<file path="src/rtl/gpu_fetch_pkg.sv">
// Shared widths, types and PC arithmetic for the instruction-fetch stage.
package gpu_fetch_pkg;

   localparam int unsigned NUM_WARPS  = 8;
   localparam int unsigned PC_WIDTH   = 32;
   localparam int unsigned INST_WIDTH = 32;
   localparam int unsigned PC_INCR    = 4;
   localparam int unsigned WARP_ID_W  = $clog2(NUM_WARPS);
   localparam int unsigned CNT_WIDTH  = 32;

   typedef logic [WARP_ID_W-1:0]  warp_id_t;
   typedef logic [PC_WIDTH-1:0]   pc_t;
   typedef logic [INST_WIDTH-1:0] inst_t;
   typedef logic [NUM_WARPS-1:0]  warp_mask_t;

   // One fetch slot as it travels alongside the I-cache read.
   typedef struct packed {
      logic     valid;
      warp_id_t wid;
      pc_t      pc;
   } fetch_slot_t;

   // Sequential PC advance; wraps silently at 2^PC_WIDTH.
   function automatic pc_t pc_next(input pc_t pc);
      return pc + PC_WIDTH'(PC_INCR);
   endfunction

endpackage

</file>
<file path="src/rtl/onehot_to_bin.sv">
// One-hot (or zero) to binary encoder; a zero input encodes to 0.
module onehot_to_bin #(
   parameter int unsigned N = 8,
   parameter int unsigned W = $clog2(N)
) (
   input  logic [N-1:0] onehot_i,
   output logic [W-1:0] bin_o
);

   // OR of the indices of set bits; exact for legal one-hot input.
   always_comb begin
      bin_o = '0;
      for (int unsigned i = 0; i < N; i++) begin
         if (onehot_i[i]) begin
            bin_o = bin_o | W'(i);
         end
      end
   end

endmodule

</file>
<file path="src/rtl/fetch_pc_unit.sv">
// Per-warp PC file, dual-slot I-cache issue and stage-1 fetch register.
// Optional FETCH_PERF_CNT_EN adds saturating fetch/squash counters.
module fetch_pc_unit
   import gpu_fetch_pkg::*;
(
   input  logic       clk,
   input  logic       rst_n,
   input  warp_mask_t GRT_raw_1_RR_IF,
   input  warp_mask_t GRT_raw_2_RR_IF,
   input  warp_mask_t UpdatePC_TM_PC,
   input  pc_t        StartPC_TM_PC,
   input  warp_mask_t Branch_SIMT_PC,
   input  pc_t        Target_SIMT_PC,
   output pc_t        Addr0_IF_IC,
   output pc_t        Addr1_IF_IC,
   output logic       Rd0_IF_IC,
   output logic       Rd1_IF_IC,
   input  inst_t      Inst0_IC_IF,
   input  inst_t      Inst1_IC_IF,
   output logic       Valid_IF_ID0,
   output logic       Valid_IF_ID1,
   output warp_id_t   WarpID_IF_ID0,
   output warp_id_t   WarpID_IF_ID1,
   output pc_t        PC_IF_ID0,
   output pc_t        PC_IF_ID1,
   output inst_t      Inst_IF_ID0,
   output inst_t      Inst_IF_ID1
`ifdef FETCH_PERF_CNT_EN
   ,
   output logic [CNT_WIDTH-1:0] FetchCnt_IF,
   output logic [CNT_WIDTH-1:0] SquashCnt_IF
`endif
);

   warp_id_t    enc0, enc1;
   warp_mask_t  redirect;
   pc_t         pc_q [NUM_WARPS];
   pc_t         pc_d [NUM_WARPS];
   fetch_slot_t issue0, issue1;
   fetch_slot_t s1_0_d, s1_1_d, s1_0_q, s1_1_q;

   onehot_to_bin #(.N(NUM_WARPS), .W(WARP_ID_W)) u_enc0 (
      .onehot_i (GRT_raw_1_RR_IF),
      .bin_o    (enc0)
   );

   onehot_to_bin #(.N(NUM_WARPS), .W(WARP_ID_W)) u_enc1 (
      .onehot_i (GRT_raw_2_RR_IF),
      .bin_o    (enc1)
   );

   // Any TM load or branch kills fetches of that warp, both issuing and in flight.
   assign redirect = UpdatePC_TM_PC | Branch_SIMT_PC;

   // Combinational issue toward the synchronous I-cache.
   always_comb begin
      issue0.valid = |GRT_raw_1_RR_IF;
      issue0.wid   = enc0;
      issue0.pc    = issue0.valid ? pc_q[enc0] : '0;
      issue1.valid = |GRT_raw_2_RR_IF;
      issue1.wid   = enc1;
      issue1.pc    = issue1.valid ? pc_q[enc1] : '0;
   end

   assign Rd0_IF_IC   = issue0.valid;
   assign Rd1_IF_IC   = issue1.valid;
   assign Addr0_IF_IC = issue0.pc;
   assign Addr1_IF_IC = issue1.pc;

   // Per-warp PC next state: TM load, then branch, then sequential advance.
   always_comb begin
      pc_d = pc_q;
      for (int unsigned w = 0; w < NUM_WARPS; w++) begin
         if (UpdatePC_TM_PC[w]) begin
            pc_d[w] = StartPC_TM_PC;
         end else if (Branch_SIMT_PC[w]) begin
            pc_d[w] = Target_SIMT_PC;
         end else if (GRT_raw_1_RR_IF[w] || GRT_raw_2_RR_IF[w]) begin
            pc_d[w] = pc_next(pc_q[w]);
         end
      end
   end

   // Same-cycle squash applied before the slot enters stage 1.
   always_comb begin
      s1_0_d       = issue0;
      s1_1_d       = issue1;
      s1_0_d.valid = issue0.valid & ~redirect[issue0.wid];
      s1_1_d.valid = issue1.valid & ~redirect[issue1.wid];
   end

   always_ff @(posedge clk or negedge rst_n) begin
      if (!rst_n) begin
         for (int unsigned w = 0; w < NUM_WARPS; w++) begin
            pc_q[w] <= '0;
         end
         s1_0_q <= '0;
         s1_1_q <= '0;
      end else begin
         pc_q   <= pc_d;
         s1_0_q <= s1_0_d;
         s1_1_q <= s1_1_d;
      end
   end

   // In-flight squash for redirects arriving while the I-cache read completes.
   assign Valid_IF_ID0  = s1_0_q.valid & ~redirect[s1_0_q.wid];
   assign Valid_IF_ID1  = s1_1_q.valid & ~redirect[s1_1_q.wid];
   assign WarpID_IF_ID0 = s1_0_q.wid;
   assign WarpID_IF_ID1 = s1_1_q.wid;
   assign PC_IF_ID0     = s1_0_q.pc;
   assign PC_IF_ID1     = s1_1_q.pc;
   assign Inst_IF_ID0   = Inst0_IC_IF;
   assign Inst_IF_ID1   = Inst1_IC_IF;

`ifdef FETCH_PERF_CNT_EN
   logic [1:0]           fetch_inc, squash_inc;
   logic [CNT_WIDTH-1:0] fetch_cnt_q, fetch_cnt_d, squash_cnt_q, squash_cnt_d;

   function automatic logic [CNT_WIDTH-1:0] sat_add(input logic [CNT_WIDTH-1:0] a,
                                                    input logic [1:0]           b);
      logic [CNT_WIDTH:0] sum;
      sum = (CNT_WIDTH+1)'(a) + (CNT_WIDTH+1)'(b);
      return sum[CNT_WIDTH] ? '1 : sum[CNT_WIDTH-1:0];
   endfunction

   always_comb begin
      fetch_inc    = 2'(Valid_IF_ID0) + 2'(Valid_IF_ID1);
      squash_inc   = 2'(s1_0_q.valid & redirect[s1_0_q.wid])
                   + 2'(s1_1_q.valid & redirect[s1_1_q.wid]);
      fetch_cnt_d  = sat_add(fetch_cnt_q, fetch_inc);
      squash_cnt_d = sat_add(squash_cnt_q, squash_inc);
   end

   always_ff @(posedge clk or negedge rst_n) begin
      if (!rst_n) begin
         fetch_cnt_q  <= '0;
         squash_cnt_q <= '0;
      end else begin
         fetch_cnt_q  <= fetch_cnt_d;
         squash_cnt_q <= squash_cnt_d;
      end
   end

   assign FetchCnt_IF  = fetch_cnt_q;
   assign SquashCnt_IF = squash_cnt_q;
`endif

   // Arbiter contract: grants one-hot or zero, slots never collide.
   a_grt1_onehot : assert property (@(posedge clk) disable iff (!rst_n)
      $onehot0(GRT_raw_1_RR_IF));
   a_grt2_onehot : assert property (@(posedge clk) disable iff (!rst_n)
      $onehot0(GRT_raw_2_RR_IF));
   a_grt_distinct : assert property (@(posedge clk) disable iff (!rst_n)
      !((GRT_raw_1_RR_IF != '0) && (GRT_raw_1_RR_IF == GRT_raw_2_RR_IF)));

endmodule

</file>
<file path="config.mk">
export PLATFORM = sky130hd
export DESIGN_NAME = fetch_pc_unit
export DESIGN_NICKNAME = d
export VERILOG_FILES = /design/src/rtl/gpu_fetch_pkg.sv /design/src/rtl/onehot_to_bin.sv /design/src/rtl/fetch_pc_unit.sv
export SDC_FILE = /design/constraint.sdc
export NUM_CORES = 1
export LEC_CHECK = 0
export ABC_AREA = 0
export CAP_MARGIN = 20
export CORE_MARGIN = 2
export CORE_UTILIZATION = 61
export DETAILED_ROUTE_END_ITERATION = 10
export PLACE_DENSITY = 0.88
export SYNTH_ARGS = -nofsm -noshare
export SYNTH_HDL_FRONTEND = slang
export SYNTH_SLANG_ARGS = --single-unit
</file>
<file path="constraint.sdc">
create_clock -name clk -period 4.3 [get_ports clk]
set_input_delay 0.86 -clock clk [delete_from_list [all_inputs] [get_ports clk]]
set_output_delay 0.86 -clock clk [all_outputs]
set_load 0.02 [all_outputs]
</file>
==> run metrics <==
status=finished clean; placed wire-length estimate after detailed placement=82.6 mm; remaining antenna violation count after routing=0; clock-pin slew reported for the worst setup and hold paths after clock tree synthesis=0.06 ns; wire length of the first global-routing pass=161 mm; # Max-Cap Violations=0; Switching Power=3.66 mW; largest net degree at the start of global routing=87; fraction of layout cells with a size suffix above 1=0.128; drt pass-1 iters=8; all-layer global routing usage=0.498; TritonCTS buffer count=40; maximum cell stage delay along the critical path=0.57 ns; total DRC errors in the routed layout=0; critical path's slowest cell=clkdlybuf4s50_1; number of nets in the synthesized netlist=3130; weighted congestion reported at the end of routability-driven placement=1.06; overall die area=0.0443 mm^2; share of synthesized area occupied by flip-flops and latches=0.316; ratio of total power to cell area=352 mW/mm^2; combinational cell fraction of total power=0.259; pin slew with the least headroom to its limit=1.07 ns; area fraction of the dominant cell type after synthesis=0.316; Post-Route Setup TNS=0 ns; capturing element type of the critical path=output pin; Layout Skew=0.0288 ns; cell type with the largest total area after synthesis=dfrtp_1; number of DRC markers in iteration 0=4717; number of max-slew violations in the final report=0; distinct cell type count of the synthesized netlist=74; total via count after detailed routing=26400; CP Launch Type=input pin; Post-synth EDFFs=0; largest cells by area after synthesis=dfrtp_1 (32%), mux4_2 (11%), buf_4 (5.9%), nand2_1 (5.3%), a21oi_1 (4.2%); core area=0.0420 mm^2; num rows=75; Num Clock Sinks=328; routed len/inst=32.6 um; most numerous cell on the critical path=clkdlybuf4s50_1; vias in the first global route=24600; switching share of power=0.362; post-CTS setup buffer count=0; final setup violating endpoints=0; cells after synthesis=2960; wirelength, routed=112 mm; fmax=0.234 GHz; leftover overflow at the end of global routing=0; Tightest Hold Check Type=input pin to async pin; Die Ht=210 um; final setup margin=0.0218 ns; number of warnings reported in the yosys synthesis log=0; # IOs=364; setup repair after global routing missed its margin=false; ant diodes=0; commonest non-fill, non-tap cell in the layout=nand2_1; area added between synthesis and finish=10.3%; most used cells in the layout excluding fill and tap cells=nand2_1 (364), dfrtp_1 (328), a21oi_1 (219), o21ai_0 (180), nor2_1 (161); Setup Crit Path Kind=input pin to output pin; power consumption=10.1 mW; clock latency at the later pin of the worst-skew pair=0.59 ns; average instance area after synthesis=8.78 um^2; area of the mapped netlist=0.0260 mm^2; number of nets at the end of the flow=3045; Crit path arrival time=3.42 ns; critical path, cell by cell=clkdlybuf4s50_1 > or4_4 > buf_12 > mux4_2 > a22o_1 > clkdlybuf4s50_1; Yosys reg bits=328; Die Wd=210 um; starting utilization of the core area=0.618; CTS H-tree depth=2; Final Hold Fails=0; launch instance of the worst register-to-register path=pc_q[204]$_DFFE_PN0P_; register share of total power=0.411; number of antenna violations at the first check in global routing=3; via density per instance=7.66; worst-path fanout max=33; placement-stage worst setup slack=-0.231 ns; timing startpoint of the critical path=GRT_raw_2_RR_IF[2]; maximum VDD drop=0.289 mV; cell internal power dissipation=6.44 mW; primary flip-flop cell chosen by synthesis mapping=dfrtp_1; number of I/O port buffers=235; maximum number of buffers from clock root to sink=3; CTS tree=built; cell leakage power=11.5 nW; portion of total power attributed to the clock network=0.330; Final Critical Period=4.28 ns; root buffer cell=clkbuf_16; share of async-settable or async-resettable flops after synthesis=1.00; share of the clock period used by the worst path after layout=0.995; Required @ worst endpoint=3.44 ns; Max-Slew Margin vs Limit=0.284
==> critical path, delay by kind of cell <==
family / cells / cell delay (ns)
simple gates: 1 / 0.56
compound gates: 1 / 0.30
mux: 1 / 0.33
buf+inv: 3 / 1.32
==> registers in the layout (all words and copies together), names as in the netlist <==
signal / flops
s1_1_q: 1
pc_q: 256
WarpID_IF_ID1: 3
PC_IF_ID0: 32
PC_IF_ID1: 32
s1_0_q: 1
WarpID_IF_ID0: 3
==> stage by stage <==
| step | util | hold slack [ns] | cells | area [um^2] |
|---|---|---|---|---|
| after floorplan | - | 0.514 | 2960 | 26000 |
| after global placement | 0.653 | 0.575 | 3372 | 27400 |
| after detailed placement | 0.653 | 0.580 | 3372 | 27400 |
| after CTS | 0.681 | 0.310 | 3442 | 28600 |
| after global routing | 0.682 | 0.327 | 3442 | 28700 |
| final | 0.682 | 0.271 | 3442 | 28700 |
==> layout make-up <==
| class | count | area (um^2) |
|---|---|---|
| clock buffer | 59 | 1150 |
| tap | 539 | 674 |
| multi-input combinational | 2113 | 15100 |
| inverter | 49 | 184 |
| timing repair buffer | 343 | 3310 |
| fill | 3359 | 13400 |
| clock inverter | 11 | 70.1 |
| sequential | 328 | 8210 |
==> synth_stat cells (24+ instances only) <==
cell,n
a21o_1,24
a21oi_1,219
a22o_1,70
a22oi_1,25
and3_1,30
buf_1,35
buf_4,204
clkbuf_1,203
dfrtp_1,328
inv_1,47
mux2i_1,57
mux4_2,132
nand2_1,364
nand3_1,106
nand4_1,77
nor2_1,163
nor3_1,72
nor4_1,46
o21ai_0,180
o221ai_1,46
o31ai_1,29
xnor2_1,60
xor2_1,62
==> path summary, 6_finish.rpt <==
kind                       slack, ns                endpoint  cells past startpoint
max reg2reg                     1.40   pc_q[221]$_DFFE_PN0P_                      5
min                             0.27  PC_IF_ID0[6]$_DFF_PN0_                      1
max                             0.02          Addr1_IF_IC[0]                      6
min reg2reg                     0.60    pc_q[95]$_DFFE_PN0P_                      2
min in group clk                0.60    pc_q[95]$_DFFE_PN0P_                      2
max in group asynchronous       2.94   pc_q[250]$_DFFE_PN0P_                      2
==> layer usage <==
metal	global-route usage	part of all wire	vias up	routed length, um
li1	-	-	10600	-
met1	0.643	0.34	12600	38300
met2	0.685	0.40	2658	45100
met3	0.246	0.20	495	22000
met4	0.266	0.060	4	6740
met5	0	0.00089	-	100
==> power by group through the flow <==
stage | combinational (mW) | sequential [mW] | clock [mW]
finish | 2.62 | 4.15 | 3.33
global route | 2.75 | 4.14 | 3.42
CTS | 2.55 | 4.05 | 3.32
detailed placement | 2.59 | 4.11 | 0
global placement | 2.52 | 4.09 | 0
floorplan | 2.00 | 3.75 | 0
==> logic make-up after synthesis <==
logic type                 after synthesis  synth area share
muxes                                  202             0.144
xor gates and xnor gates               122            0.0411
buffers and inverters                  519             0.106
adders and majority gates                8           0.00385
and+or+nand+nor                       1023             0.197
DFF                                    328             0.316
AOI/OAI and AO/OA                      758             0.192
==> timing repair <==
item,in CTS,in global routing
setup endpoints to repair,63,17
pin swaps,0,1
hold buffers,0,0
gates resized for setup,52,18
Power figures use the tool's default switching activity.
